**src/rtl/race_ctrl_if.sv**
```systemverilog
// Signal bundle between the game/track logic (master) and the race sequencer (slave).
interface race_ctrl_if;
  logic       game_visible;
  logic       checkpoint;
  logic       finish_line;
  logic       countdown_visible;
  logic [3:0] countdown_value;
  logic       go_visible;
  logic       player_enable;
  logic       lap_timer_run;
  logic       lap_timer_clear;
  logic [3:0] lap_count;
  logic       lap_done;
  logic       race_over;

  modport master (
    output game_visible, checkpoint, finish_line,
    input  countdown_visible, countdown_value, go_visible, player_enable,
           lap_timer_run, lap_timer_clear, lap_count, lap_done, race_over
  );

  modport slave (
    input  game_visible, checkpoint, finish_line,
    output countdown_visible, countdown_value, go_visible, player_enable,
           lap_timer_run, lap_timer_clear, lap_count, lap_done, race_over
  );
endinterface

```
**src/rtl/race_ctrl.sv**
```systemverilog
// Race sequencer: start-light countdown, GO display, checkpoint-validated lap
// counting and race end. All outputs are registered from the next-state values.
module race_ctrl #(
  parameter int unsigned TICK_DIV   = 40_000_000,
  parameter int unsigned COUNT_FROM = 3,
  parameter int unsigned LAPS       = 3
) (
  input  logic       pclk,
  input  logic       rst_n,
  race_ctrl_if.slave bus
);

  localparam int unsigned   PW       = $clog2(TICK_DIV);
  localparam logic [PW-1:0] TICK_MAX = PW'(TICK_DIV - 1);
  localparam logic [3:0]    FIRST    = 4'(COUNT_FROM);
  localparam logic [3:0]    LAST_LAP = 4'(LAPS);

  typedef enum logic [2:0] {IDLE, COUNTDOWN, GO, RACING, FINISHED} state_t;

  state_t        state, state_d;
  logic [PW-1:0] presc, presc_d;
  logic          armed, armed_d;
  logic [3:0]    digit_d, laps_d;
  logic          tick, lap_taken;
  logic          cv_d, go_d, pe_d, run_d, clr_d, done_d, over_d;

  // NOTE: sequential state uses non-blocking assignments so every flop samples
  // pre-edge values; blocking here would make results depend on statement order.
  always_ff @(posedge pclk or negedge rst_n) begin
    if (!rst_n) begin
      state                 <= IDLE;
      presc                 <= '0;
      armed                 <= 1'b0;
      bus.countdown_visible <= 1'b0;
      bus.countdown_value   <= '0;
      bus.go_visible        <= 1'b0;
      bus.player_enable     <= 1'b0;
      bus.lap_timer_run     <= 1'b0;
      bus.lap_timer_clear   <= 1'b0;
      bus.lap_count         <= '0;
      bus.lap_done          <= 1'b0;
      bus.race_over         <= 1'b0;
    end else begin
      state                 <= state_d;
      presc                 <= presc_d;
      armed                 <= armed_d;
      bus.countdown_visible <= cv_d;
      bus.countdown_value   <= digit_d;
      bus.go_visible        <= go_d;
      bus.player_enable     <= pe_d;
      bus.lap_timer_run     <= run_d;
      bus.lap_timer_clear   <= clr_d;
      bus.lap_count         <= laps_d;
      bus.lap_done          <= done_d;
      bus.race_over         <= over_d;
    end
  end

  // NOTE: every variable gets a default at the top of the block, otherwise
  // paths that skip an assignment would infer a latch.
  always_comb begin
    state_d   = state;
    presc_d   = '0;
    armed_d   = armed;
    digit_d   = bus.countdown_value;
    laps_d    = bus.lap_count;
    lap_taken = 1'b0;
    tick      = (presc == TICK_MAX);

    case (state)
      IDLE: begin
        if (bus.game_visible) begin
          state_d = COUNTDOWN;
          digit_d = FIRST;
          laps_d  = '0;
          armed_d = 1'b0;
        end
      end
      COUNTDOWN: begin
        if (tick) begin
          if (bus.countdown_value <= 4'd1) begin
            state_d = GO;
            digit_d = '0;
          end else begin
            digit_d = bus.countdown_value - 4'd1;
          end
        end
      end
      GO, RACING: begin
        // finish_line is judged on the pre-edge armed value; a counted lap disarms.
        if (bus.finish_line && armed && (bus.lap_count < LAST_LAP)) begin
          lap_taken = 1'b1;
          laps_d    = bus.lap_count + 4'd1;
          armed_d   = 1'b0;
          if (laps_d == LAST_LAP) state_d = FINISHED;
        end else if (bus.checkpoint) begin
          armed_d = 1'b1;
        end
        if ((state == GO) && tick && (state_d == GO)) state_d = RACING;
      end
      FINISHED: ;
      default: state_d = IDLE;
    endcase

    if ((state_d == state) && ((state == COUNTDOWN) || (state == GO)))
      presc_d = tick ? '0 : presc + PW'(1);

    // Leaving the race screen wins over everything else.
    if (!bus.game_visible) begin
      state_d   = IDLE;
      presc_d   = '0;
      armed_d   = 1'b0;
      digit_d   = '0;
      laps_d    = '0;
      lap_taken = 1'b0;
    end
  end

  always_comb begin
    cv_d   = (state_d == COUNTDOWN);
    go_d   = (state_d == GO);
    pe_d   = (state_d == GO) || (state_d == RACING);
    run_d  = pe_d;
    over_d = (state_d == FINISHED);
    done_d = lap_taken;
    // The final lap keeps its time on the display, so it is not cleared.
    clr_d  = ((state == IDLE) && (state_d == COUNTDOWN)) ||
             (lap_taken && (state_d != FINISHED));
  end

endmodule
```
**src/flat_wrapper.sv**
```systemverilog
// flat-port wrapper written by rule: the top's interface ports become plain ports
module race_ctrl_flat 
#(
  parameter int unsigned TICK_DIV   = 40_000_000,
  parameter int unsigned COUNT_FROM = 3,
  parameter int unsigned LAPS       = 3
)
  (pclk, rst_n, bus_game_visible, bus_checkpoint, bus_finish_line, bus_countdown_visible, bus_countdown_value, bus_go_visible, bus_player_enable, bus_lap_timer_run, bus_lap_timer_clear, bus_lap_count, bus_lap_done, bus_race_over);
  race_ctrl_if bus_i ();
  input  logic pclk;
  input  logic rst_n;
  input wire logic [$bits(bus_i.game_visible)-1:0] bus_game_visible;
  input wire logic [$bits(bus_i.checkpoint)-1:0] bus_checkpoint;
  input wire logic [$bits(bus_i.finish_line)-1:0] bus_finish_line;
  output wire logic [$bits(bus_i.countdown_visible)-1:0] bus_countdown_visible;
  output wire logic [$bits(bus_i.countdown_value)-1:0] bus_countdown_value;
  output wire logic [$bits(bus_i.go_visible)-1:0] bus_go_visible;
  output wire logic [$bits(bus_i.player_enable)-1:0] bus_player_enable;
  output wire logic [$bits(bus_i.lap_timer_run)-1:0] bus_lap_timer_run;
  output wire logic [$bits(bus_i.lap_timer_clear)-1:0] bus_lap_timer_clear;
  output wire logic [$bits(bus_i.lap_count)-1:0] bus_lap_count;
  output wire logic [$bits(bus_i.lap_done)-1:0] bus_lap_done;
  output wire logic [$bits(bus_i.race_over)-1:0] bus_race_over;
  assign bus_i.game_visible = bus_game_visible;
  assign bus_i.checkpoint = bus_checkpoint;
  assign bus_i.finish_line = bus_finish_line;
  assign bus_countdown_visible = bus_i.countdown_visible;
  assign bus_countdown_value = bus_i.countdown_value;
  assign bus_go_visible = bus_i.go_visible;
  assign bus_player_enable = bus_i.player_enable;
  assign bus_lap_timer_run = bus_i.lap_timer_run;
  assign bus_lap_timer_clear = bus_i.lap_timer_clear;
  assign bus_lap_count = bus_i.lap_count;
  assign bus_lap_done = bus_i.lap_done;
  assign bus_race_over = bus_i.race_over;
  race_ctrl #(.TICK_DIV(TICK_DIV), .COUNT_FROM(COUNT_FROM), .LAPS(LAPS)) u_core (.pclk(pclk), .rst_n(rst_n), .bus(bus_i));
endmodule
```
**config.mk**
```make
export PLATFORM = sky130hd
export DESIGN_NAME = race_ctrl_flat
export DESIGN_NICKNAME = d
export VERILOG_FILES = /design/src/rtl/race_ctrl_if.sv /design/src/rtl/race_ctrl.sv /design/src/flat_wrapper.sv
export SDC_FILE = /design/constraint.sdc
export NUM_CORES = 1
export LEC_CHECK = 0
export CAP_MARGIN = 20
export CORE_ASPECT_RATIO = 0.5
export CORE_MARGIN = 10
export CORE_UTILIZATION = 31
export DETAILED_ROUTE_END_ITERATION = 12
export GPL_TIMING_DRIVEN = 0
export PLACE_DENSITY_LB_ADDON = 0.05
export SLEW_MARGIN = 20
export SYNTH_ARGS = -nofsm -noshare
export SYNTH_HDL_FRONTEND = slang
export SYNTH_SLANG_ARGS = --single-unit
export TNS_END_PERCENT = 5
```
**constraint.sdc**
```tcl
create_clock -name pclk -period 2.3 [get_ports pclk]
set_input_delay 0.46 -clock pclk [delete_from_list [all_inputs] [get_ports pclk]]
set_output_delay 0.46 -clock pclk [all_outputs]
set_load 0.01 [all_outputs]
```
==> impl_metrics.env <==
export IMPL_outcome="finished, final reports clean"
export IMPL_period_needed_ns=2.159
export IMPL_reg2reg_depth=9
export IMPL_grt_usage=0.09257
export IMPL_synth_compound_area_frac=0.07253
export IMPL_synth_mux_area_frac=0.008791
export IMPL_final_area_mm2=0.002768
export IMPL_hp_class="in2async"
export IMPL_dp_hpwl_um=3653
export IMPL_drt_first_pass_iters=4
export IMPL_syn_area_per_cell_um2=9.773
export IMPL_synth_top_family_by_area="simple AND/OR/NAND/NOR gates"
export IMPL_endpoint="u_core.presc[15]"
export IMPL_numClockSinks=44
export IMPL_syn_area_mm2=0.002277
export IMPL_postCtsHoldBufs=0
export IMPL_overflow=0
export IMPL_grt_pass1_wl_um=8535
export IMPL_p_leak_nw=1.130
export IMPL_r2r_setup_slack_ns=0.14
export IMPL_gp_congestion=0.7456
export IMPL_cts_tree="done"
export IMPL_ys_flop_type="dfrtp_1"
export IMPL_rows=21
export IMPL_crit_start="u_core.presc[1]"
export IMPL_ant_nets=0
export IMPL_cap_violations=0
export IMPL_synthTopCellsByArea="dfrtp_1 48%, nor2_1 7.3%, xor2_1 6.9%, ha_1 2.7%, nand4_1 2.5%"
export IMPL_cts_buffer_depth=2
export IMPL_fmax_mhz=463.1
export IMPL_synth_top_cells_by_count="44 x dfrtp_1, 44 x nor2_1, 18 x xor2_1"
export IMPL_clock_skew_ns=0.004770
export IMPL_cp_required_ns=2.47
export IMPL_drcViolationCount=0
export IMPL_core_area_mm2=0.006910
export IMPL_ctsHtreeMaxLevel=2
export IMPL_hold_slack_ns=0.1188
export IMPL_syn_nets=243
export IMPL_ys_ff_latch=44
export IMPL_clk_latency_ns=0.29
export IMPL_fin_setup_tns_ns=0
export IMPL_antenna_found_initial=0
export IMPL_power_mw=1.616
export IMPL_antenna_cells=0
export IMPL_path_clk_slew_ns=0.06
export IMPL_port_buffers=18
export IMPL_grt_max_degree=28
export IMPL_syn_inst=233
export IMPL_r2r_start="u_core.presc[1]"
export IMPL_root_buffer="clkbuf_16"
export IMPL_vias=1683
export IMPL_worstSetupStartpointType="flop"
export IMPL_drv_slew=0
export IMPL_crit_type="reg2reg"
export IMPL_tightest_slew_ns=0.6083
export IMPL_hold_viol_final=0
export IMPL_yosys_area_share_simple=0.2621
export IMPL_yosysSeqAreaShare=0.4835
export IMPL_synth_cell_type_count=46
export IMPL_drtIter0Drc=125
export IMPL_async_reset_ff_frac=1.000
export IMPL_synth_adder_area_share=0.02747
export IMPL_synth_edf_count=0
export IMPL_powerDensity_mw_per_mm2=583.8
export IMPL_ys_warnings_count=0
export IMPL_drive_above_1_share=0.1226
export IMPL_layout_nets=270
export IMPL_numCtsBuffers=5
export IMPL_routed_via_density=4.768
export IMPL_grt_pass1_vias=1741
export IMPL_synthXorXnorAreaFrac=0.09231
export IMPL_place_area_mm2=0.002587
export IMPL_worst_endpoint_arrival_ns=2.33
export IMPL_slew_headroom=0.5902
export IMPL_start_util=0.3295
export IMPL_utilization=0.4005
export IMPL_fp_dieArea_mm2=0.01138
export IMPL_chipHeight_um=80.61
export IMPL_wire_per_inst_um=14.05
export IMPL_rsz0062_at_grt="no"
export IMPL_path_max_fanout=10
export IMPL_peakVddDrop_v=0.0002419
export IMPL_end_kind="flop"
export IMPL_min_period_over_period=0.9388
export IMPL_fillers=709
export IMPL_reg2reg_to="u_core.presc[15]"
export IMPL_wl_um=4961
export IMPL_ios=20
export IMPL_yosysTopAreaCellShare=0.4835
export IMPL_syn_to_final_growth_pct=21.54
export IMPL_final_setup_viol_count=0
export IMPL_fp_dieW_um=141.2
export IMPL_yosysTopAreaCell="dfrtp_1"
## logic make-up after synthesis
family | after synthesis
AOI/OAI and AO/OA | 24
xor gates and xnor gates | 24
muxes | 2
adders and majority gates | 5
DFF | 44
buffers and inverters | 23
and+or+nand+nor | 111
## state kept, by name, summed over array words and instances (netlist names)
register and count:
u_core.armed 1, u_core.bus.lap_timer_clear 1, u_core.bus.race_over 1, u_core.bus.player_enable 1, u_core.bus.countdown_visible 1, u_core.bus.countdown_value 4
u_core.presc 26, u_core.bus.go_visible 1, u_core.bus.lap_done 1, u_core.state 3, u_core.bus.lap_count 4
## metrics by stage
stage	cells	setup slack, ns
4_1_cts	352	0.02001
3_3_place_gp	343	-0.5690
6_report	353	0.1407
5_1_grt	353	0.0009113
2_1_floorplan	233	0.2656
3_5_place_dp	344	-0.09189
## power breakdown
group / internal (mW) / leakage, nW / total (mW) / switching (mW)
clock: 0.432 / 0.0691 / 0.735 / 0.303
combinational: 0.0355 / 0.459 / 0.0933 / 0.0578
sequential: 0.782 / 0.602 / 0.788 / 0.00594
## layout make-up
| cell class | instances | area, um2 | share of cell area |
|---|---|---|---|
| plain buffers | 10 | 75.07 | 0.02712 |
| clock buffers | 6 | 138.9 | 0.05018 |
| clock inverters | 2 | 15.01 | 0.005425 |
| inverters | 13 | 48.80 | 0.01763 |
| multi-input cells | 166 | 1069 | 0.3861 |
| flip-flops and latches | 44 | 1104 | 0.3987 |
| well taps | 92 | 115.1 | 0.04159 |
| repair buffers | 20 | 202.7 | 0.07324 |
## worst min-delay path by stage
| stage | start | end | slack [ns] | depth (start not counted) |
|---|---|---|---|---|
| after floorplan | rst_n | u_core.armed | 0.16 | 0 |
| after global placement | u_core.armed | u_core.armed | 0.48 | 2 |
| after detailed placement | rst_n | u_core.presc[14] | 0.44 | 1 |
| after CTS | rst_n | u_core.presc[14] | 0.12 | 1 |
| after global routing | rst_n | u_core.presc[17] | 0.15 | 1 |
| final | rst_n | u_core.presc[14] | 0.12 | 1 |
## worst max-delay path, stage by stage, from the launching register on
cell,delay (ns)
dfrtp_2,0.40
ha_1,0.15
buf_4,0.16
and4bb_2,0.25
nand3_2,0.15
or3_1,0.42
buf_6,0.15
nand3_4,0.13
buf_6,0.16
nor2_1,0.05
## per-layer routing
metal / wire length, um / global-route usage
met4: 37 / 0.02766
met2: 2206 / 0.1475
met5: 0 / 0
met1: 2524 / 0.1143
met3: 193 / 0.03523
## placed cells by master, fill, tap and decap left out, types with 6 or more instances in the layout
cell type        Yosys  routed
o21ai_0              7       7
xor2_1              18      18
dfrtp_1             44      42
nand3_1             11      10
xnor2_1              6       6
nor3_1               7       7
inv_1               12      12
clkdlybuf4s50_1      0      17
nand4_1              9       9
nand2_1             11      11
nor2_1              44      44
## what timing repair did
action,4_1_cts,5_1_grt
pin swaps,0,1
resized for setup,3,3
buffers inserted,0,1
setup endpoints to repair,22,25
(Power assumes the default switching activity.)
